[config.mk]
export PLATFORM = sky130hd
export DESIGN_NAME = bicubic_fetch_flat
export DESIGN_NICKNAME = d
export VERILOG_FILES = /design/src/rtl/bicubic_fetch_if.sv /design/src/rtl/bicubic_fetch.sv /design/src/flat_wrapper.sv
export SDC_FILE = /design/constraint.sdc
export NUM_CORES = 1
export LEC_CHECK = 0
export CORE_MARGIN = 1
export CORE_UTILIZATION = 30
export DETAILED_ROUTE_END_ITERATION = 7
export GPL_TIMING_DRIVEN = 0
export SLEW_MARGIN = 0
export SYNTH_ARGS = -nofsm -noshare
export SYNTH_HDL_FRONTEND = slang
export SYNTH_SLANG_ARGS = --single-unit
[constraint.sdc]
create_clock -name clk -period 14 [get_ports clk]
set_input_delay 4.2 -clock clk [delete_from_list [all_inputs] [get_ports clk]]
set_output_delay 4.2 -clock clk [all_outputs]
set_load 0.02 [all_outputs]
[src/rtl/bicubic_fetch_if.sv]
// Configuration, image-ROM port and window handshake bundle for bicubic_fetch.
// master: the fetch unit. slave: the job issuer / ROM / interpolation core side.
interface bicubic_fetch_if #(
  parameter int ADDR_W = 14
);
  logic              start;
  logic [6:0]        h0;
  logic [6:0]        v0;
  logic [4:0]        sw;
  logic [4:0]        sh;
  logic [5:0]        dw;
  logic [5:0]        dh;
  logic [ADDR_W-1:0] img_addr;
  logic              img_rd;
  logic [7:0]        img_data;
  logic              win_valid;
  logic              win_ready;
  logic [127:0]      win_pix;
  logic [31:0]       win_xh;
  logic [31:0]       win_xv;
  logic              busy;
  logic              done;

  modport master (
    input  start, h0, v0, sw, sh, dw, dh, img_data, win_ready,
    output img_addr, img_rd, win_valid, win_pix, win_xh, win_xv, busy, done
  );

  modport slave (
    output start, h0, v0, sw, sh, dw, dh, img_data, win_ready,
    input  img_addr, img_rd, win_valid, win_pix, win_xh, win_xv, busy, done
  );
endinterface

[src/rtl/bicubic_fetch.sv]
// Bicubic window fetcher: walks the destination grid in raster order, maps each
// pixel to a source coordinate (integer + Q0.8 fraction), reads the 4x4 source
// neighbourhood from the image ROM and builds the {1, t, t^2, t^3} power vectors.
// Optional feature: define BICUBIC_FETCH_CLAMP_EN to clamp neighbourhood indices
// to the source image bounds before address generation.
module bicubic_fetch #(
  parameter int SRC_W  = 100,
  parameter int SRC_H  = 100,
  parameter int ADDR_W = 14
) (
  input logic             clk,
  input logic             rst,
  bicubic_fetch_if.master bus
);

  typedef enum logic [2:0] {IDLE, STEP, DIV_Y, DIV_X, POW, FETCH, PRESENT} state_t;

`ifdef BICUBIC_FETCH_CLAMP_EN
  localparam logic [8:0] ROW_MAX = 9'(SRC_H - 1);
  localparam logic [8:0] COL_MAX = 9'(SRC_W - 1);
`endif

  state_t       state, state_nx;
  logic [4:0]   cnt;
  logic [6:0]   cfg_h0;
  logic [4:0]   cfg_sw, cfg_sh;
  logic [5:0]   cfg_dw, cfg_dh;
  logic [7:0]   col_idx, row_idx;
  logic [5:0]   col_rem, row_rem;
  logic [5:0]   col_cnt, row_cnt;
  logic [13:0]  div_p;
  logic [12:0]  div_dv;
  logic [7:0]   div_q;
  logic [7:0]   frac_x, frac_y, x2, y2;
  logic [127:0] win_pix;
  logic [31:0]  win_xh, win_xv;
  logic         done;

  // Derived step quantities (divisor D = size-1, step = window-1).
  logic [4:0]   sw_m1, sh_m1;
  logic [5:0]   dw_m1, dh_m1;
  logic         last_win;
  logic [6:0]   col_sum, row_sum, col_sub, row_sub;
  logic         col_wrap, row_wrap;

  assign sw_m1    = cfg_sw - 5'd1;
  assign sh_m1    = cfg_sh - 5'd1;
  assign dw_m1    = cfg_dw - 6'd1;
  assign dh_m1    = cfg_dh - 6'd1;
  assign last_win = (col_cnt == dw_m1) && (row_cnt == dh_m1);
  assign col_sum  = {1'b0, col_rem} + {2'b00, sw_m1};
  assign row_sum  = {1'b0, row_rem} + {2'b00, sh_m1};
  assign col_sub  = col_sum - {1'b0, dw_m1};
  assign row_sub  = row_sum - {1'b0, dh_m1};
  assign col_wrap = col_sum >= {1'b0, dw_m1};
  assign row_wrap = row_sum >= {1'b0, dh_m1};

  // State register.
  always_ff @(posedge clk or posedge rst) begin
    if (rst) state <= IDLE;
    else     state <= state_nx;
  end

  // Next-state decode.
  always_comb begin
    // NOTE: every always_comb output gets a default first so no path can infer a latch.
    state_nx = state;
    case (state)
      IDLE:    if (bus.start) state_nx = STEP;
      STEP:    state_nx = (col_cnt == 6'd0) ? DIV_Y : DIV_X;
      DIV_Y:   if (cnt == 5'd7) state_nx = DIV_X;
      DIV_X:   if (cnt == 5'd7) state_nx = POW;
      POW:     if (cnt == 5'd1) state_nx = FETCH;
      FETCH:   if (cnt == 5'd16) state_nx = PRESENT;
      PRESENT: if (bus.win_ready) state_nx = last_win ? IDLE : STEP;
      default: state_nx = IDLE;
    endcase
  end

  // Restoring divider step: shifted divisor D<<7 walks down one bit per cycle.
  logic [5:0]  div_d, div_rem;
  logic [13:0] div_pin, div_pnx;
  logic [12:0] div_dvin;
  logic        div_ge;
  always_comb begin
    div_d   = (state == DIV_Y) ? dh_m1 : dw_m1;
    div_rem = (state == DIV_Y) ? row_rem : col_rem;
    if (cnt == 5'd0) begin
      div_pin  = {div_rem, 8'd0} + {9'd0, div_d[5:1]};
      div_dvin = {div_d, 7'd0};
    end else begin
      div_pin  = div_p;
      div_dvin = div_dv;
    end
    // D = 0 leaves every quotient bit clear, so the fraction comes out zero.
    div_ge  = (div_d != 6'd0) && (div_pin >= {1'b0, div_dvin});
    div_pnx = div_ge ? (div_pin - {1'b0, div_dvin}) : div_pin;
  end

  // Power products, rounded back to Q0.8.
  logic [15:0] x_sq, y_sq, x_cu, y_cu;
  always_comb begin
    x_sq = {8'd0, frac_x} * {8'd0, frac_x} + 16'd128;
    y_sq = {8'd0, frac_y} * {8'd0, frac_y} + 16'd128;
    x_cu = {8'd0, x2} * {8'd0, frac_x} + 16'd128;
    y_cu = {8'd0, y2} * {8'd0, frac_y} + 16'd128;
  end

  // ROM address of neighbourhood element cnt; indices carry a +1 offset so -1 is representable.
  logic [8:0] row_p1, col_p1, row_a, col_a;
  always_comb begin
    row_p1 = {1'b0, row_idx} + {7'd0, cnt[3:2]};
    col_p1 = {1'b0, col_idx} + {7'd0, cnt[1:0]};
`ifdef BICUBIC_FETCH_CLAMP_EN
    row_a = (row_p1 == 9'd0) ? 9'd0 : row_p1 - 9'd1;
    col_a = (col_p1 == 9'd0) ? 9'd0 : col_p1 - 9'd1;
    if (row_a > ROW_MAX) row_a = ROW_MAX;
    if (col_a > COL_MAX) col_a = COL_MAX;
`else
    row_a = row_p1 - 9'd1;
    col_a = col_p1 - 9'd1;
`endif
    bus.img_rd   = (state == FETCH) && !cnt[4];
    bus.img_addr = bus.img_rd ? ADDR_W'(int'(row_a) * SRC_W + int'(col_a)) : '0;
  end

  assign bus.busy      = (state != IDLE);
  assign bus.win_valid = (state == PRESENT);
  assign bus.win_pix   = win_pix;
  assign bus.win_xh    = win_xh;
  assign bus.win_xv    = win_xv;
  assign bus.done      = done;

  // Datapath: grid walk, divider, powers, window capture and handshake bookkeeping.
  always_ff @(posedge clk or posedge rst) begin
    // NOTE: state is updated with non-blocking assignments so every register sees pre-edge values.
    if (rst) begin
      cnt <= '0;  cfg_h0 <= '0; cfg_sw <= '0; cfg_sh <= '0; cfg_dw <= '0; cfg_dh <= '0;
      col_idx <= '0; row_idx <= '0; col_rem <= '0; row_rem <= '0;
      col_cnt <= '0; row_cnt <= '0;
      div_p <= '0; div_dv <= '0; div_q <= '0;
      frac_x <= '0; frac_y <= '0; x2 <= '0; y2 <= '0;
      win_pix <= '0; win_xh <= '0; win_xv <= '0; done <= 1'b0;
    end else begin
      cnt  <= (state_nx != state) ? 5'd0 : cnt + 5'd1;
      done <= 1'b0;
      case (state)
        IDLE: if (bus.start) begin
          cfg_h0  <= bus.h0;  cfg_sw <= bus.sw; cfg_sh <= bus.sh;
          cfg_dw  <= bus.dw;  cfg_dh <= bus.dh;
          col_idx <= {1'b0, bus.h0}; row_idx <= {1'b0, bus.v0};
          col_rem <= '0; row_rem <= '0; col_cnt <= '0; row_cnt <= '0;
        end
        STEP: if (col_cnt == 6'd0) begin
          col_idx <= {1'b0, cfg_h0};
          col_rem <= '0;
          if (row_cnt != 6'd0) begin
            row_rem <= row_wrap ? row_sub[5:0] : row_sum[5:0];
            if (row_wrap) row_idx <= row_idx + 8'd1;
          end
        end else begin
          // sw <= dw keeps the remainder below 2*D, so one subtraction suffices.
          col_rem <= col_wrap ? col_sub[5:0] : col_sum[5:0];
          if (col_wrap) col_idx <= col_idx + 8'd1;
        end
        DIV_Y, DIV_X: begin
          div_p  <= div_pnx;
          div_dv <= div_dvin >> 1;
          div_q  <= {div_q[6:0], div_ge};
          if (cnt == 5'd7) begin
            if (state == DIV_Y) frac_y <= {div_q[6:0], div_ge};
            else                frac_x <= {div_q[6:0], div_ge};
          end
        end
        POW: if (cnt == 5'd0) begin
          x2 <= x_sq[15:8];
          y2 <= y_sq[15:8];
        end else begin
          win_xh <= {8'hFF, frac_x, x2, x_cu[15:8]};
          win_xv <= {8'hFF, frac_y, y2, y_cu[15:8]};
        end
        FETCH: if (cnt != 5'd0) begin
          win_pix[{cnt[3:0] - 4'd1, 3'b000} +: 8] <= bus.img_data;
        end
        PRESENT: if (bus.win_ready) begin
          if (col_cnt == dw_m1) begin
            col_cnt <= '0;
            row_cnt <= row_cnt + 6'd1;
          end else begin
            col_cnt <= col_cnt + 6'd1;
          end
          if (last_win) done <= 1'b1;
        end
        default: ;
      endcase
    end
  end

endmodule
[src/flat_wrapper.sv]
// flat-port wrapper written by rule: the top's interface ports become plain ports
module bicubic_fetch_flat 
#(
  parameter int SRC_W  = 100,
  parameter int SRC_H  = 100,
  parameter int ADDR_W = 14
)
  (clk, rst, bus_start, bus_h0, bus_v0, bus_sw, bus_sh, bus_dw, bus_dh, bus_img_data, bus_win_ready, bus_img_addr, bus_img_rd, bus_win_valid, bus_win_pix, bus_win_xh, bus_win_xv, bus_busy, bus_done);
  bicubic_fetch_if #(.ADDR_W(ADDR_W)) bus_i ();
  input logic clk;
  input logic rst;
  input wire logic [$bits(bus_i.start)-1:0] bus_start;
  input wire logic [$bits(bus_i.h0)-1:0] bus_h0;
  input wire logic [$bits(bus_i.v0)-1:0] bus_v0;
  input wire logic [$bits(bus_i.sw)-1:0] bus_sw;
  input wire logic [$bits(bus_i.sh)-1:0] bus_sh;
  input wire logic [$bits(bus_i.dw)-1:0] bus_dw;
  input wire logic [$bits(bus_i.dh)-1:0] bus_dh;
  input wire logic [$bits(bus_i.img_data)-1:0] bus_img_data;
  input wire logic [$bits(bus_i.win_ready)-1:0] bus_win_ready;
  output wire logic [$bits(bus_i.img_addr)-1:0] bus_img_addr;
  output wire logic [$bits(bus_i.img_rd)-1:0] bus_img_rd;
  output wire logic [$bits(bus_i.win_valid)-1:0] bus_win_valid;
  output wire logic [$bits(bus_i.win_pix)-1:0] bus_win_pix;
  output wire logic [$bits(bus_i.win_xh)-1:0] bus_win_xh;
  output wire logic [$bits(bus_i.win_xv)-1:0] bus_win_xv;
  output wire logic [$bits(bus_i.busy)-1:0] bus_busy;
  output wire logic [$bits(bus_i.done)-1:0] bus_done;
  assign bus_i.start = bus_start;
  assign bus_i.h0 = bus_h0;
  assign bus_i.v0 = bus_v0;
  assign bus_i.sw = bus_sw;
  assign bus_i.sh = bus_sh;
  assign bus_i.dw = bus_dw;
  assign bus_i.dh = bus_dh;
  assign bus_i.img_data = bus_img_data;
  assign bus_i.win_ready = bus_win_ready;
  assign bus_img_addr = bus_i.img_addr;
  assign bus_img_rd = bus_i.img_rd;
  assign bus_win_valid = bus_i.win_valid;
  assign bus_win_pix = bus_i.win_pix;
  assign bus_win_xh = bus_i.win_xh;
  assign bus_win_xv = bus_i.win_xv;
  assign bus_busy = bus_i.busy;
  assign bus_done = bus_i.done;
  bicubic_fetch #(.SRC_W(SRC_W), .SRC_H(SRC_H), .ADDR_W(ADDR_W)) u_core (.clk(clk), .rst(rst), .bus(bus_i));
endmodule
### Word-level counts from Yosys, hierarchy flattened

Index checks and enable logic that the tools add are counted.

| storage, ports and cells | value |
|---|---|
| register bits | 321 |
| input bits | 48 |
| output and inout port bits | 210 |
| word-level logic and storage cells | 150 |

| cells by class | value |
|---|---|
| $add $sub $neg | 26 |
| $mul | 5 |
| magnitude comparators | 3 |
| equal/unequal tests | 19 |
| shifts and indexed selects | 2 |
| muxes and demuxes | 43 |
| bitwise gates (word level) | 2 |
| reduce and logical (&&, ||, !) cells | 26 |

Operator list:

| cell | count |
|---|---|
| bitwise mux 128 bit | 1 |
| variable shift 8 x 9 -> 128 bit (first input constant) | 1 |
| variable part select 8 x 9 -> 128 bit | 1 |
| 2-to-1 mux 6 bit | 12 |
| adder 16 x 8 -> 16 bit (second input constant) | 4 |
| multiplier 8 x 8 -> 16 bit | 4 |
| 2-to-1 mux 8 bit | 7 |
| one-hot mux 6 bit (2 select lines) | 4 |
| 2-to-1 mux 14 bit | 3 |
| one-hot mux 8 bit (2 select lines) | 2 |
| one-hot mux 3 bit (7 select lines) | 1 |
| adder 8 x 2 -> 9 bit | 2 |
| 2-to-1 mux 3 bit | 6 |
| subtractor 9 x 1 -> 9 bit (second input constant) | 2 |
| adder 8 x 1 -> 8 bit (second input constant) | 2 |
| adder 14 x 10 -> 14 bit | 1 |
| adder 14 x 5 -> 14 bit | 1 |
| adder 6 x 5 -> 7 bit | 2 |
| greater-or-equal comparator 14 x 13 -> 1 bit | 1 |
| greater-or-equal comparator 7 x 6 -> 1 bit | 2 |
| subtractor 14 x 13 -> 14 bit | 1 |
| 2-to-1 mux 13 bit | 1 |
| adder 6 x 1 -> 6 bit (second input constant) | 2 |
| equality test 6 bit | 2 |
| 34 further kinds | 61 |

### Depth between registers and ports, before layout

Gate-level depths: netlist of run 1.

| depth | value |
|---|---|
| depth after elaboration | 8 |
| depth in mapped cells | 23 |
| mapped depth without buffers | 22 |

### Worst setup path after synthesis of run 1

No wires, ideal clock.

| timing | value |
|---|---|
| kind | register -> output |
| start point | reg u_core.cnt[3] |
| end point | out bus_img_addr[13] |
| arrival | 4749 ps |
| required time | 9800 ps |
| slack | 5051 ps |
| stages on the path, launching flop included | 23 |
| buffers on the path | 1 |
| cells stage by stage | dfrtp_1 > clkbuf_2 > inv_1 > ha_1 > inv_1 > ha_1 > inv_1 > fa_1 > nor2b_1 > o21ai_0 > a21boi_0 > ha_1 > ha_1 > inv_1 > fa_1 > inv_1 > ha_1 > a21oi_1 > o21bai_1 > a21oi_1 > xnor3_1 > xnor3_1 > nor2_1 |

| between the ends | value |
|---|---|
| cells in the longest elaborated chain, start to end | 5 |

RTL lines:

| item | line | source |
|---|---|---|
| start: declaration | bicubic_fetch.sv:24 | `logic [4:0] cnt;` |
| start signal: assignment | bicubic_fetch.sv:145 | `cnt <= (state_nx != state) ? 5'd0 : cnt + 5'd1;` |
| adder 8 x 2 -> 9 bit | bicubic_fetch.sv:112 | `row_p1 = {1'b0, row_idx} + {7'd0, cnt[3:2]};` |
| subtractor 9 x 1 -> 9 bit | bicubic_fetch.sv:120 | `row_a = row_p1 - 9'd1;` |
| multiplier 9 x 5 -> 12 bit | bicubic_fetch.sv:124 | `bus.img_addr = bus.img_rd ? ADDR_W'(int'(row_a) * SRC_W + int'(col_a)) : '0;` |
| adder 14 x 10 -> 14 bit | bicubic_fetch.sv:124 |  |
| 2-to-1 mux 14 bit | bicubic_fetch.sv:124 |  |
| end: declaration | flat_wrapper.sv:21 | `output wire logic [$bits(bus_i.img_addr)-1:0] bus_img_addr;` |

Every way passes these cells.

### Worst setup path after layout of run 1

Ends and elaborated chain as after synthesis.

==> impl_metrics.yaml, run 1 <==
status:
  status: "finished, final reports clean"
cells_and_area:
  areaGrowthSynthToFinish_pct: 22.7
  multiInputGateArea_um2: 14400
  fillers: 7908
  final_cell_mix: "nand2_1 (353), dfrtp_1 (320), inv_1 (262), clkdlybuf4s50_1 (256), ha_1 (244)"
  instances_no_fill: 3869
  drive_gt1_share_pct: 9.51
  layout_commonest_cell: "nand2_1"
  regArea_um2: 8010
  post-route-cell-area_um2: 29400
  fin_util_pct: 37.2
  finalNetCount: 3206
setup_path:
  cp-end-kind: "primary output"
  startpoint_type: "flop"
  critPathBufInv: 7
  crit_arrival_ps: 6390
  cp_top_family: "adder cells"
  critPathKind: "reg2out"
  critPathMaxFanout: 7
  cpMaxStageDelayCell: "clkdlybuf4s50_1"
  crit_required_ps: 9800
  path_cells: "clkbuf_2, inv_1, ha_1, inv_1, ha_1, inv_1, fa_1, nor2b_1, o21ai_0, a21boi_0, ha_1, ha_1, inv_1, fa_1, inv_1, ha_1, a21oi_1, o21bai_1, a21oi_1, xnor3_1, xnor3_1, nor2_1, clkdlybuf4s50_1"
  critical_path.max_stage_delay_ps: 640
clock_network:
  clock-root-buffer: "clkbuf_16"
  holdBufCountCts: 0
  post_cts_buffers: 0
  cts_buffers: 41
  cts-resized-gates: 0
  htreeDepth: 2
  clkTransAtPathRegs_ps: 60
  clockBufferDepth: 3
  clock_latency_ps: 580
  cts_tree: "yes"
  clock_sinks: 320
place:
  finalWeightedCongestion: 0.880
  io_buffers: 256
  dp_hpwl_mm: 49.7
  dp_cells: 3793
  dpl-instance-area_um2: 27900
timing:
  slew_headroom_pct: 42.7
  hold_viol_final: 0
  fmax_mhz: 94.4
  tightestPinTransition_ps: 859
  rsz0062_at_grt: "false"
  period_share_pct: 75.7
  setup_violations: 0
  finalCriticalPeriod_ps: 10590
  maxSlewViolCount: 0
  clock_skew_ps: 29.7
grt:
  antenna_found_initial: 1
  grt_use_met1_pct: 21.1
  grt_pass1_wl_mm: 104
  grt_overflow_total: 0
  grt_busiest_layer: "met2"
  grt_pass1_vias: 18600
  grtUsageTotal_pct: 16.3
  grt_max_degree: 122
  use_met2_pct: 27.7
  use_met3_pct: 3.01
flow_run:
  maxCapViolCount: 0
logic_synthesis:
  synthTopCellsByArea: "dfrtp_1 (33%), ha_1 (13%), fa_1 (11%)"
  yosysWarnings: 0
  synth.top_cell.area_share_pct: 33.4
  synth-main-ff-cell: "dfrtp_1"
  syn_inst: 2485
  synth_fp_nets: 2905
  syn_area_um2: 24000
  ys_seq_area_share_pct: 33.4
  postSynthAreaPerCell_um2: 9.64
  synth_top_area_cell: "dfrtp_1"
  async_flop_share_pct: 100
  ys_ff_latch: 320
  synth_edf_count: 0
  synthDistinctLibCells: 70
floorplanning:
  io_pins: 258
  start_util_pct: 30.3
  dieArea_um2: 81000
  core_area_um2: 79000
  die_w_um: 285
  die_h_um: 285
  rows: 103
route:
  drc: 0
  initialDrtViolationCount: 774
  viasPerCell: 4.68
  wirelength_mm: 65.2
  vias: 18100
  firstDrtPassIters: 5
  drtAntennaViolNets: 0
  wl_per_cell_um: 16.8
hold_path:
  min_path_type: "reg2reg"
-- worst paths after layout --
check | start | to | slack [ps] | cells past startpoint
worst max-delay path | u_core.cnt[3]$_DFF_PP0_ | bus_img_addr[13] | 3410 | 23
worst min register to register | u_core.bus.win_xh[4]$_DFFE_PP0P_ | u_core.bus.win_xh[4]$_DFFE_PP0P_ | 470 | 2
worst max register to register | u_core.frac_x[5]$_DFFE_PP0P_ | u_core.bus.win_xh[7]$_DFFE_PP0P_ | 8360 | 18
max in group asynchronous | rst | u_core.col_idx[6]$_DFFE_PP0P_ | 8810 | 3
min in group asynchronous | rst | u_core.bus.win_pix[27]$_DFFE_PP0P_ | 4120 | 2
worst min-delay path | u_core.bus.win_xh[4]$_DFFE_PP0P_ | u_core.bus.win_xh[4]$_DFFE_PP0P_ | 470 | 2
-- worst register-to-register path, cell delays in order, from the launching register on --
cell and delay (ps):
dfrtp_1 360, clkbuf_1 500, clkbuf_1 470, nand2_1 140
fa_1 500, inv_1 50, fa_1 520, inv_1 50
fa_1 520, inv_1 50, fa_1 470, ha_1 340
a21o_1 190, a31o_2 240, a41o_1 290, o41ai_1 420
o21bai_1 130, xnor2_1 170, o21ai_0 90
-- area by class of cell --
class	instances	area share [%]
diodes	1	0.00851
multi-input cells	1785	49.1
plain buffers	117	1.82
well taps	1050	4.47
clock buffers	58	4.15
inverters	263	3.38
clock inverters	17	0.958
repair buffers	258	8.90
flip-flops and latches	320	27.2
-- metrics by stage --
stage / hold WS (ps) / TNS (ps) / worst slack, ps
after floorplan: 442 / 0 / 944
after global placement: 460 / -1253230 / -3980
after global routing: 495 / 0 / 2970
final: 474 / 0 / 3410
after CTS: 478 / 0 / 3310
after detailed placement: 464 / 0 / 3960
-- sequential cells by signal, summed over array words and instances, names as in the netlist, 6 cells and up --
name                count
u_core.frac_y           8
u_core.div_p           14
u_core.x2               8
u_core.col_rem          6
u_core.row_idx          8
u_core.cfg_dw           6
u_core.cfg_h0           7
u_core.bus.win_xv      24
u_core.col_cnt          6
u_core.div_dv          12
u_core.frac_x           8
u_core.row_rem          6
u_core.col_idx          8
u_core.div_q            7
u_core.y2               8
u_core.bus.win_xh      25
u_core.bus.win_pix    128
u_core.row_cnt          6
u_core.cfg_dh           6
-- per-layer routing --
layer  share of wire [%]  vias to the layer above
met2                  47                      376
met3                 5.1                       81
met1                  45                     8841
li1                    -                     8804
met4                 2.3                        0
met5                   0                        -
-- cells by family after synthesis --
logic type | count (synthesis) | synth area share, %
AO/OA/AOI/OAI | 344 | 8.59
buffers and inverters | 380 | 6.35
flip-flops | 320 | 33.4
XOR/XNOR | 133 | 5.10
adder cells (fa/ha/maj) | 372 | 23.4
multiplexers | 172 | 7.92
AND/OR/NAND/NOR | 764 | 15.2
-- synthesized netlist by cell type (19+ instances only) --
cell        n
nand2_1   353
dfrtp_1   320
inv_1     263
ha_1      244
o21ai_0   153
mux2_2    139
fa_1      128
and2_1    117
nor2_1     99
a21oi_1    81
clkbuf_1   80
xnor2_1    80
xor2_1     48
nand3_1    34
nor3_1     33
mux2i_1    32
and3_1     25
nor2b_1    20
nand2b_1   19
Power of run 1 is left out: the tool's default activity adds up to more than one toggle a clock period on the data nets, which glitch-free logic cannot reach.
==> run 2, diff against run 1 <==
==> constraint.sdc (replaced) <==
create_clock -name clk -period 10 [get_ports clk]
set_input_delay 3 -clock clk [delete_from_list [all_inputs] [get_ports clk]]
set_output_delay 3 -clock clk [all_outputs]
set_load 0.02 [all_outputs]
==> run 2 against run 1 <==
Effect of this change:
- register-to-register slack lost 4000 ps
- via count grew 0.88%
- first-iteration DRC count is 18% higher
- hold slack got worse by 2.3 ps
- global-route usage is essentially flat
- critical path type unchanged
- largest cell class unchanged
==> impl_metrics.yaml, run 2 (same netlist as run 1, synthesis figures left out) <==
status:
  status: "finished, final reports clean"
cells_and_area:
  diodes: 0
  top_register: "u_core.bus.win_pix"
  reg.largest.list: "u_core.bus.win_pix (128), u_core.bus.win_xh (25), u_core.bus.win_xv (24)"
  final_cell_mix: "nand2_1 (353), dfrtp_1 (320), inv_1 (262), clkdlybuf4s50_1 (256), ha_1 (244)"
  fin_util_pct: 37.2
  post-route-cell-area_um2: 29400
  areaGrowthSynthToFinish_pct: 22.9
  finalNetCount: 3214
  drive_gt1_share_pct: 9.70
  largest_register_ffs: 128
  layout_commonest_cell: "nand2_1"
clock_network:
  cts_tree: "yes"
  htreeDepth: 2
  holdBufCountCts: 0
  post_cts_buffers: 0
  clock_latency_ps: 580
  cts_buffers: 42
  clkTransAtPathRegs_ps: 60
  clock_sinks: 320
  clockBufferDepth: 3
  clock-root-buffer: "clkbuf_16"
  cts-resized-gates: 0
route:
  viasPerCell: 4.71
  drtAntennaViolNets: 0
  firstDrtPassIters: 5
  wl_per_cell_um: 16.8
  drc: 0
  vias: 18300
  initialDrtViolationCount: 913
  wirelength_mm: 65.0
grt:
  grtUsageTotal_pct: 16.3
  grt_pass1_wl_mm: 104
  grt_use_met1_pct: 21.0
  use_met3_pct: 3.14
  grt_max_degree: 41
  grt_busiest_layer: "met2"
  grt_overflow_total: 0
  use_met2_pct: 27.3
  antenna_found_initial: 3
  grt_pass1_vias: 18500
place:
  finalWeightedCongestion: 0.872
  dpl-instance-area_um2: 28000
  dp_hpwl_mm: 50.6
  io_buffers: 256
floorplanning:
  start_util_pct: 30.3
  io_pins: 258
  rows: 103
  die_w_um: 285
  core_area_um2: 79000
  die_h_um: 285
  dieArea_um2: 81000
setup_path:
  cpMaxStageDelayCell: "clkdlybuf4s50_1"
  critPathMaxFanout: 7
  critPathKind: "reg2out"
  path_cells: "clkbuf_2, inv_1, ha_1, inv_1, ha_1, inv_1, fa_1, nor2b_1, o21ai_0, a21boi_0, ha_1, ha_1, inv_1, fa_1, inv_1, ha_1, xor2_1, nand2_1, nor2_1, nand3_1, xnor3_1, nor2_1, clkdlybuf4s50_1"
  ff2ff_setup_slack_ps: 4340
  cp-end-kind: "primary output"
  crit_arrival_ps: 6360
  critical_path.max_stage_delay_ps: 650
  crit_required_ps: 7000
  startpoint_type: "flop"
hold_path:
  min_path_type: "reg2reg"
flow_run:
  maxCapViolCount: 0
timing:
  maxSlewViolCount: 0
  holdWs_ps: 472
  finalSetupTns_ps: 0
  tightestPinTransition_ps: 878
  setup_violations: 0
  rsz0062_at_grt: "false"
  slew_headroom_pct: 41.3
  period_share_pct: 93.6
  finalCriticalPeriod_ps: 9360
  fmax_mhz: 107
  hold_viol_final: 0
  clock_skew_ps: 32.3
-- run 2: changes by cell type in the layout (fill, tap and decap cells not counted) --
cell and change:
buf_12 +9, clkinvlp_4 +6, bufinv_16 -3, clkinv_4 -3
buf_16 -2, clkbuf_8 -2, clkinv_2 +2, clkbuf_1 +1
clkinv_16 +1, clkinv_8 -1, diode_2 -1, inv_16 -1
inv_6 +1, inv_8 -1
-- run 2: area by class of cell --
| cell class | instances | area, µm² |
|---|---|---|
| clock inverters | 18 | 215 |
| repair buffers | 265 | 2740 |
| plain buffers | 117 | 534 |
| clock buffers | 57 | 1200 |
| fillers | 7907 | 49600 |
| flip-flops and latches | 320 | 8010 |
| well taps | 1050 | 1310 |
| inverters | 263 | 991 |
| multi-input cells | 1785 | 14400 |
-- run 2: worst max-delay path, delay by kind of cell (launching register included) --
kind	cells	cell delay, ps
flops	1	360
compound gates	2	520
simple gates	5	670
fa+ha+maj	7	2290
xor+xnor	2	660
buf+inv	7	1280
-- run 2: through the flow --
| stage | setup slack [ps] | std cells |
|---|---|---|
| floorplan | 2250 | 2485 |
| global placement | -63.0 | 3791 |
| detailed placement | 1180 | 3800 |
| CTS | 532 | 3875 |
| global route | 205 | 3875 |
| finish | 635 | 3875 |
-- run 2: path summary, 6_finish.rpt --
check,startpoint,endpoint,cells past startpoint
setup / recovery,u_core.cnt[3]$_DFF_PP0_,bus_img_addr[13],23
hold / removal,u_core.bus.win_xh[4]$_DFFE_PP0P_,u_core.bus.win_xh[4]$_DFFE_PP0P_,2
setup reg to reg,u_core.frac_x[5]$_DFFE_PP0P_,u_core.bus.win_xh[7]$_DFFE_PP0P_,18
hold reg to reg,u_core.bus.win_xh[4]$_DFFE_PP0P_,u_core.bus.win_xh[4]$_DFFE_PP0P_,2
max in group asynchronous,rst,u_core.cfg_sw[0]$_DFFE_PP0P_,5
min in group asynchronous,rst,u_core.bus.win_pix[53]$_DFFE_PP0P_,2
-- run 2: per-layer routing --
layer	share of wire, %	vias to the layer above	wire length [µm]
met1	45	8938	28900
met2	47	393	30800
met3	5.3	96	3450
met4	2.7	2	1750
li1	-	8833	-
met5	0.017	-	11
Power of run 2 is left out for the same reason.
==> run 3, diff against run 2 <==
--- a/config.mk
+++ b/config.mk
@@ -7,8 +7,8 @@
 export LEC_CHECK = 0
 export CORE_MARGIN = 1
 export CORE_UTILIZATION = 30
+export CTS_BUF_LIST = sky130_fd_sc_hd__clkbuf_8 sky130_fd_sc_hd__clkbuf_16
 export DETAILED_ROUTE_END_ITERATION = 7
-export GPL_TIMING_DRIVEN = 0
 export SLEW_MARGIN = 0
 export SYNTH_ARGS = -nofsm -noshare
 export SYNTH_HDL_FRONTEND = slang
==> run 3 against run 2 <==
Effect of this change:
- hold slack improved by 2.5 ps
- sequential share of layout area rose by 0.47 points
- die area did not move
- via count fell by 3.3%
- critical path type unchanged
- highest routed layer is now met4
==> impl_metrics.yaml, run 3 (same netlist as run 1, synthesis figures left out) <==
clock_network:
  clkTransAtPathRegs_ps: 60
  post_cts_buffers: 0
  clock_sinks: 320
  cts-resized-gates: 0
  clockBufferDepth: 3
  cts_tree: "yes"
  holdBufCountCts: 0
  clock-root-buffer: "clkbuf_16"
  htreeDepth: 2
  clock_latency_ps: 580
  cts_buffers: 42
route:
  drtAntennaViolNets: 0
  firstDrtPassIters: 5
  drc: 0
  wirelength_mm: 61.8
  initialDrtViolationCount: 797
  wl_per_cell_um: 16.4
  vias: 17700
  viasPerCell: 4.69
grt:
  grt_max_degree: 170
  grt_use_met1_pct: 19.9
  grtUsageTotal_pct: 15.5
  grt_overflow_total: 0
  use_met3_pct: 2.89
  use_met2_pct: 26.5
  grt_pass1_wl_mm: 100
  antenna_found_initial: 1
  grt_pass1_vias: 18100
  grt_busiest_layer: "met2"
cells_and_area:
  finalNetCount: 3104
  layout_commonest_cell: "nand2_1"
  drive_gt1_share_pct: 9.46
  areaGrowthSynthToFinish_pct: 20.8
  final_cell_mix: "nand2_1 (352), dfrtp_1 (320), inv_1 (265), clkdlybuf4s50_1 (257), ha_1 (244)"
  fin_util_pct: 36.6
  multiInputGateArea_um2: 14400
  reg.largest.list: "u_core.bus.win_pix (128), u_core.bus.win_xh (25), u_core.bus.win_xv (24)"
  top_register: "u_core.bus.win_pix"
  largest_register_ffs: 128
  fillers: 7909
  post-route-cell-area_um2: 28900
  diodes: 0
  regArea_um2: 8010
floorplanning:
  io_pins: 258
  die_h_um: 285
  rows: 103
  die_w_um: 285
  start_util_pct: 30.3
  dieArea_um2: 81000
  core_area_um2: 79000
status:
  status: "finished, final reports clean"
timing:
  hold_viol_final: 0
  slew_headroom_pct: 30.1
  fin_ws_ps: 762
  rsz0062_at_grt: "false"
  period_share_pct: 92.4
  tightestPinTransition_ps: 1050
  finalCriticalPeriod_ps: 9240
  maxSlewViolCount: 0
  setup_violations: 0
  finalSetupTns_ps: 0
  fmax_mhz: 108
  clock_skew_ps: 27.1
flow_run:
  maxCapViolCount: 0
setup_path:
  cp-end-kind: "primary output"
  startpoint_type: "flop"
  critPathMaxFanout: 7
  crit_arrival_ps: 6240
  crit_required_ps: 7000
  ff2ff_setup_slack_ps: 4440
  critPathKind: "reg2out"
place:
  finalWeightedCongestion: 0.839
  dpl-instance-area_um2: 27500
  dp_hpwl_mm: 46.3
  io_buffers: 257
  place_ws_ps: 1380
hold_path:
  min_path_type: "reg2reg"
==> run 3: layout make-up <==
type	instances	share of cell area (%)
Clock buffer	50	4.05
Tap cell	1050	4.54
Inverter	263	3.43
Sequential cell	320	27.7
Multi-Input combinational cell	1785	49.9
Clock inverter	27	0.995
Timing Repair Buffer	272	9.37
==> run 3: critical path: stages (launching register included) <==
cell,delay [ps]
dfrtp_1,460
inv_1,170
ha_1,300
inv_1,60
ha_1,170
inv_1,50
fa_1,410
nor2b_1,160
o21ai_0,90
a21boi_0,410
ha_1,320
ha_1,270
inv_1,50
fa_1,530
inv_1,40
ha_1,330
a21oi_1,220
o21bai_1,110
a21oi_1,220
xnor3_1,390
xnor3_1,190
nor2_1,100
clkdlybuf4s50_1,610
==> run 3: metal layers <==
metal	share of wire (%)	wire, µm
met1	45	28100
met4	2.3	1400
met5	0	0
met2	48	29600
met3	4.5	2790
==> run 3: worst paths after layout <==
kind	start	endpoint	cells past startpoint
worst max-delay path	u_core.cnt[3]$_DFF_PP0_	bus_img_addr[13]	22
worst min-delay path	u_core.cfg_h0[6]$_DFFE_PP0P_	u_core.cfg_h0[6]$_DFFE_PP0P_	2
worst max register to register	u_core.cnt[0]$_DFF_PP0_	u_core.div_p[6]$_DFFE_PP0P_	17
worst min register to register	u_core.cfg_h0[6]$_DFFE_PP0P_	u_core.cfg_h0[6]$_DFFE_PP0P_	2
max in group asynchronous	rst	u_core.col_idx[6]$_DFFE_PP0P_	4
min in group asynchronous	rst	u_core.bus.win_pix[89]$_DFFE_PP0P_	3
==> run 3: metrics by stage <==
stage               std cells  hold slack [ps]
floorplan                2485              442
global placement         3690              457
detailed placement       3690              468
CTS                      3767              482
global route             3767              492
finish                   3767              474
Power of run 3 is left out for the same reason.
==> edit 1 (settings of run 3) <==
Reset style: synchronous (`rst`), changed in 2 clocked blocks.
--- a/src/rtl/bicubic_fetch.sv
+++ b/src/rtl/bicubic_fetch.sv
@@ -57,5 +57,5 @@
 
   // State register.
-  always_ff @(posedge clk or posedge rst) begin
+  always_ff @(posedge clk) begin
     if (rst) state <= IDLE;
     else     state <= state_nx;
@@ -133,5 +133,5 @@
 
   // Datapath: grid walk, divider, powers, window capture and handshake bookkeeping.
-  always_ff @(posedge clk or posedge rst) begin
+  always_ff @(posedge clk) begin
     // NOTE: state is updated with non-blocking assignments so every register sees pre-edge values.
     if (rst) begin
Function: differs if rst is asserted again (counterexample within 4 cycles, from zero or initial values and one cycle with rst high); with rst held inactive, the same outputs for 4 cycles.
==> edit 1 against run 3 <==
Design area shrank 0.63%; critical path depth shrank 1; sequential cell count is the same; non-clock buffer count grew 8; setup slack lost 140 ps; wire length grew 2.8%; first-iteration DRC count grew 28%; critical endpoint unchanged; sequential share of layout area shrank 5.4 points; clock skew grew 6.4 ps; synthesized area shrank 0.40%.
Power is left out: it rests on default switching activity, and per cell area and clock period it moved more than threefold.
==> edit 1: results (changes against run 3) <==
later-pin clock latency in the skew report 590 ps; post-synthesis compound-gate area fraction 0.109 (was 0.0859); # H-tree levels 2 (unchanged); Via density 4.69 (about the same); global-route wire length before repair 102000 µm (was 100000 µm); total CTS buffers 43 (was 42); total wire length 63500 µm (was 61800 µm); synth top area cells dfxtp_1 27%, ha_1 13%, fa_1 11% (was dfrtp_1 33%, ha_1 13%, fa_1 11%); Slew headroom 0.231 (was 0.301); sequential share of the synthesized area 0.269 (was 0.334); Crit path max-delay family adder cells (unchanged); vias in the first global route 18700 (was 18100); Synth-to-Final Area Change 20.5% (was 20.8%); final setup skew 33.5 ps (was 27.1 ps); status finished clean (unchanged); placed insts 3962 (was 3690); HP Class flop to flop (unchanged); CP max stage delay 530 ps (was 610 ps); CTS root buf clkbuf_16 (unchanged); port buffer count 257 (unchanged); Cell variety after synth 87 (was 70); post-synthesis mux area share 0.0711 (was 0.0792); Syn Area/Cell 8.58 µm² (was 9.64 µm²); clk buf depth 3 (unchanged); worst-path fanout max 10 (was 7); GRT Total Usage 0.156 (was 0.155); adder-cell area share of the yosys netlist 0.235 (was 0.234); HPWL Detailed 47000 µm (was 46300 µm); Synth Warn # 0 (unchanged); Mapped Nets 3199 (was 2905); drt pass-1 iters 5 (unchanged); CP max-delay cell dfxtp_1 (was clkdlybuf4s50_1); DP Area 27300 µm² (was 27500 µm²); clock-pin slew on the worst setup and hold paths 50 ps; largest net degree at the start of global routing 96 (was 170); antenna cells 0 (unchanged); final RePlAce weighted congestion 0.803 (was 0.839); commonest cells in the synthesized netlist 380 x nand2_1, 320 x dfxtp_1, 246 x inv_1 (was 353 x nand2_1, 320 x dfrtp_1, 263 x inv_1); main flop type after synthesis dfxtp_1 (was dfrtp_1); Final Net Count 3376 (was 3104); fraction of layout instances using a drive strength above 1 0.0535 (was 0.0946); fillers 8143 (was 7909); WL/cell 15.7 µm (was 16.4 µm); Post-Synth XOR/XNOR Area 0.0534 (was 0.0510); drt first-iter violations 1020 (was 797); Regs by FF count u_core.bus.win_pix (128), u_core.bus.win_xh (25), u_core.bus.win_xv (24) (unchanged); Post-synth ARST share 0 (was 1.00)
==> edit 1: cell count changes after synthesis, moves of 27 or more <==
cell	change
mux2i_1	+125
a21oi_1	+103
nor2_1	+140
dfrtp_1	-320
o21ai_0	-83
and2_1	+34
nand2_1	+27
clkbuf_1	+37
mux2_2	-130
dfxtp_1	+320
==> edit 1: layout make-up <==
class                           instances  area share
Multi-Input combinational cell       2066       0.553
Clock inverter                         30      0.0110
Inverter                              246      0.0321
Clock buffer                           47      0.0394
Sequential cell                       320       0.223
Timing Repair Buffer                  280      0.0957
Tap cell                             1050      0.0457
==> edit 1: through the flow <==
stage               hold slack [ps]  worst slack (ps)
floorplan                       432              2260
detailed placement              446              1110
CTS                             454               425
global route                    466               145
finish                          449               618
global placement                439              1150
==> edit 1: what timing repair did <==
action                                  CTS  global route
endpoints found under the setup margin    0             1
resized for setup                         0             1
setup buffers                             0             0
==> edit 1: worst paths after layout <==
| kind | from | slack [ps] | endpoint | depth (start not counted) |
|---|---|---|---|---|
| max | u_core.cnt[3]$_SDFF_PP0_ | 620 | bus_img_addr[13] | 21 |
| min | u_core.cfg_h0[2]$_SDFFE_PP0P_ | 450 | u_core.cfg_h0[2]$_SDFFE_PP0P_ | 2 |
| max reg2reg | u_core.cnt[0]$_SDFF_PP0_ | 4700 | u_core.div_p[6]$_SDFFE_PP0P_ | 15 |
| min reg2reg | u_core.cfg_h0[2]$_SDFFE_PP0P_ | 450 | u_core.cfg_h0[2]$_SDFFE_PP0P_ | 2 |
==> edit 1: logic make-up (layout without fill, tap and decap cells) <==
kind of cell	Yosys count	in the layout
mux	167	167
compound gates	417	417
xor+xnor	129	129
simple gates	982	982
flops	320	320
fa+ha+maj	371	371
buf+inv	394	603
==> edit 1: worst register-to-register path, stage by stage (launching register included) <==
cell and delay [ps]:
dfxtp_1 300, inv_1 370, ha_1 560, nand2_1 100, nor2_1 570, nand2_1 230, a21boi_0 210, ha_1 270
fa_1 380, nand2b_1 190, a211oi_1 470, nor4_1 110, nor2_1 190, o32a_1 620, nand2_1 270, o32ai_1 330
==> edit 1: metal layers <==
metal / track usage / part of all wire / wire (µm) / vias up
met5: 0 / 0.00011 / 7 / -
met4: 0.0433 / 0.023 / 1470 / 2
met3: 0.0283 / 0.046 / 2910 / 81
met2: 0.269 / 0.48 / 30300 / 283
met1: 0.199 / 0.45 / 28900 / 8998
li1: - / - / - / 9596
==> edit 2 (flow settings as in run 3) <==
Made on the original files. Add a define of `BICUBIC_FETCH_CLAMP_EN`.
--- a/src/rtl/bicubic_fetch.sv
+++ b/src/rtl/bicubic_fetch.sv
@@ -4,4 +4,6 @@
 // Optional feature: define BICUBIC_FETCH_CLAMP_EN to clamp neighbourhood indices
 // to the source image bounds before address generation.
+`define BICUBIC_FETCH_CLAMP_EN
+
 module bicubic_fetch #(
   parameter int SRC_W  = 100,
Behaviour: no difference found for any inputs over 10 cycles, from zero or initial values and one cycle with rst high; that may be too few to reach the edited logic, so the function may still have changed.
==> edit 2 against run 3 <==
Critical path type unchanged; setup slack worse by 390 ps; synthesized cell count is 2.3% higher; sequential cell count stayed put; wire length is 3.7% lower; critical path depth is 1 higher; synthesized area is 1.3% higher; design area is 1.0% higher; highest routed layer is now met5.
Power is left out: the tool's default activity adds up to more than one toggle a clock period on the data nets, which glitch-free logic cannot reach.
==> edit 2: results (changes against run 3) <==
worst-path fanout max 10 (was 7); Slew headroom 0.273 (was 0.301); drt first-iter violations 645 (was 797); Yosys top cell area share 0.330 (was 0.334); final setup skew 36.7 ps (was 27.1 ps); post-synthesis compound-gate area fraction 0.100 (was 0.0859); status finished clean (unchanged); hold path cells 2 (unchanged); Final Net Count 3126 (was 3104); Hold Startpoint u_core.bus.win_xv[0]$_DFFE_PP0P_ (was u_core.cfg_h0[6]$_DFFE_PP0P_); min Tclk post-route 9630 ps (was 9240 ps); R2R Path End u_core.div_p[5]$_DFFE_PP0P_ (was u_core.div_p[6]$_DFFE_PP0P_); R2R cell count 20 (was 17); Via density 4.71 (was 4.69); largest net degree at the start of global routing 140 (was 170); HPWL Detailed 43800 µm (was 46300 µm); GRT Total Usage 0.146 (was 0.155); setup slack, reg-to-reg 4400 ps (was 4440 ps); core area 79500 µm² (was 79000 µm²); fillers 8055 (was 7909); WL/cell 15.6 µm (was 16.4 µm); Critical Path Start u_core.row_idx[0]$_DFFE_PP0P_ (was u_core.cnt[3]$_DFF_PP0_); WP data arrival 6630 ps (was 6240 ps); global-route wire length before repair 97400 µm (was 100000 µm); synth top area cells dfrtp_1 33%, ha_1 11%, fa_1 11% (was dfrtp_1 33%, ha_1 13%, fa_1 11%); Regs by FF count u_core.bus.win_pix (128), u_core.bus.win_xv (25), u_core.bus.win_xh (24) (was u_core.bus.win_pix (128), u_core.bus.win_xh (25), u_core.bus.win_xv (24)); vias in the first global route 17900 (was 18100); Setup WS pre-CTS 368 ps (was 1380 ps); fraction of layout instances using a drive strength above 1 0.104 (was 0.0946); DP Area 27700 µm² (was 27500 µm²); sequential share of the synthesized area 0.330 (was 0.334); clock-pin slew on the worst setup and hold paths 60 ps (about the same); initial antenna violation count 2 (was 1); final RePlAce weighted congestion 0.842 (was 0.839); adder-cell area share of the yosys netlist 0.218 (was 0.234); later-pin clock latency in the skew report 590 ps; Cell variety after synth 85 (was 70); commonest cells in the synthesized netlist 357 x nand2_1, 320 x dfrtp_1, 218 x ha_1 (was 353 x nand2_1, 320 x dfrtp_1, 263 x inv_1); Post-Synth XOR/XNOR Area 0.0490 (was 0.0510)
==> edit 2: stage by stage <==
step	hold WS, ps	instances
after detailed placement	466	3737
after global routing	497	3816
final	475	3816
after floorplan	442	2546
after CTS	482	3815
after global placement	457	3737
==> edit 2: cell type report <==
cell class | count | area, µm² | share of cell area
Multi-Input combinational cell | 1875 | 14900 | 0.509
Sequential cell | 320 | 8010 | 0.274
Timing Repair Buffer | 276 | 2700 | 0.0925
Tap cell | 1050 | 1310 | 0.0450
Clock buffer | 46 | 1110 | 0.0379
Inverter | 217 | 818 | 0.0280
Clock inverter | 32 | 395 | 0.0135
==> edit 2: logic make-up (layout without fill, tap and decap cells) <==
kind of cell / after synthesis / after routing
AOI/OAI and AO/OA: 395 / 395
DFF: 320 / 320
buffers and inverters: 351 / 571
muxes: 177 / 177
other: 2 / 5
xor gates and xnor gates: 135 / 135
adders and majority gates: 346 / 346
and+or+nand+nor: 817 / 817
==> edit 2: routing by layer <==
layer  routed length, µm  share of wire  track usage
met5                  13        0.00022            0
met4                1240          0.021       0.0356
met2               28200           0.47        0.247
met3                3690          0.062       0.0383
met1               26400           0.44        0.184
==> edit 2: repair_timing <==
action / CTS / global route
hold endpoints to repair: 0 / 0
buffers inserted: 0 / 1
resized for setup: 7 / 12
endpoints found under the setup margin: 5 / 7
pin swaps: 0 / 1
==> edit 2: worst min-delay path by stage <==
stage                                           to  slack (ps)
4_1_cts               u_core.cfg_h0[3]$_DFFE_PP0P_         480
2_1_floorplan         u_core.div_dv[0]$_DFFE_PP0P_         440
6_report          u_core.bus.win_xv[0]$_DFFE_PP0P_         480
3_5_place_dp          u_core.cfg_h0[3]$_DFFE_PP0P_         470
3_3_place_gp          u_core.div_dv[0]$_DFFE_PP0P_         460
5_1_grt        u_core.bus.win_pix[123]$_DFFE_PP0P_         500
==> edit 2: worst max-delay path, cell delays in order (launching register included) <==
cell and delay [ps]:
dfrtp_1 420, ha_1 280, fa_1 560, inv_1 80, ha_2 270, and4b_1 230, a32oi_2 260, o41ai_4 160
a32o_1 220, a221o_1 330, a21oi_4 230, or2_2 180, nor2_1 60, a21oi_1 140, ha_1 250, ha_1 330
fa_1 490, ha_2 320, and3_1 190, and2_1 160, a311o_2 420, a211o_1 270, nand2_1 60, clkbuf_2 160
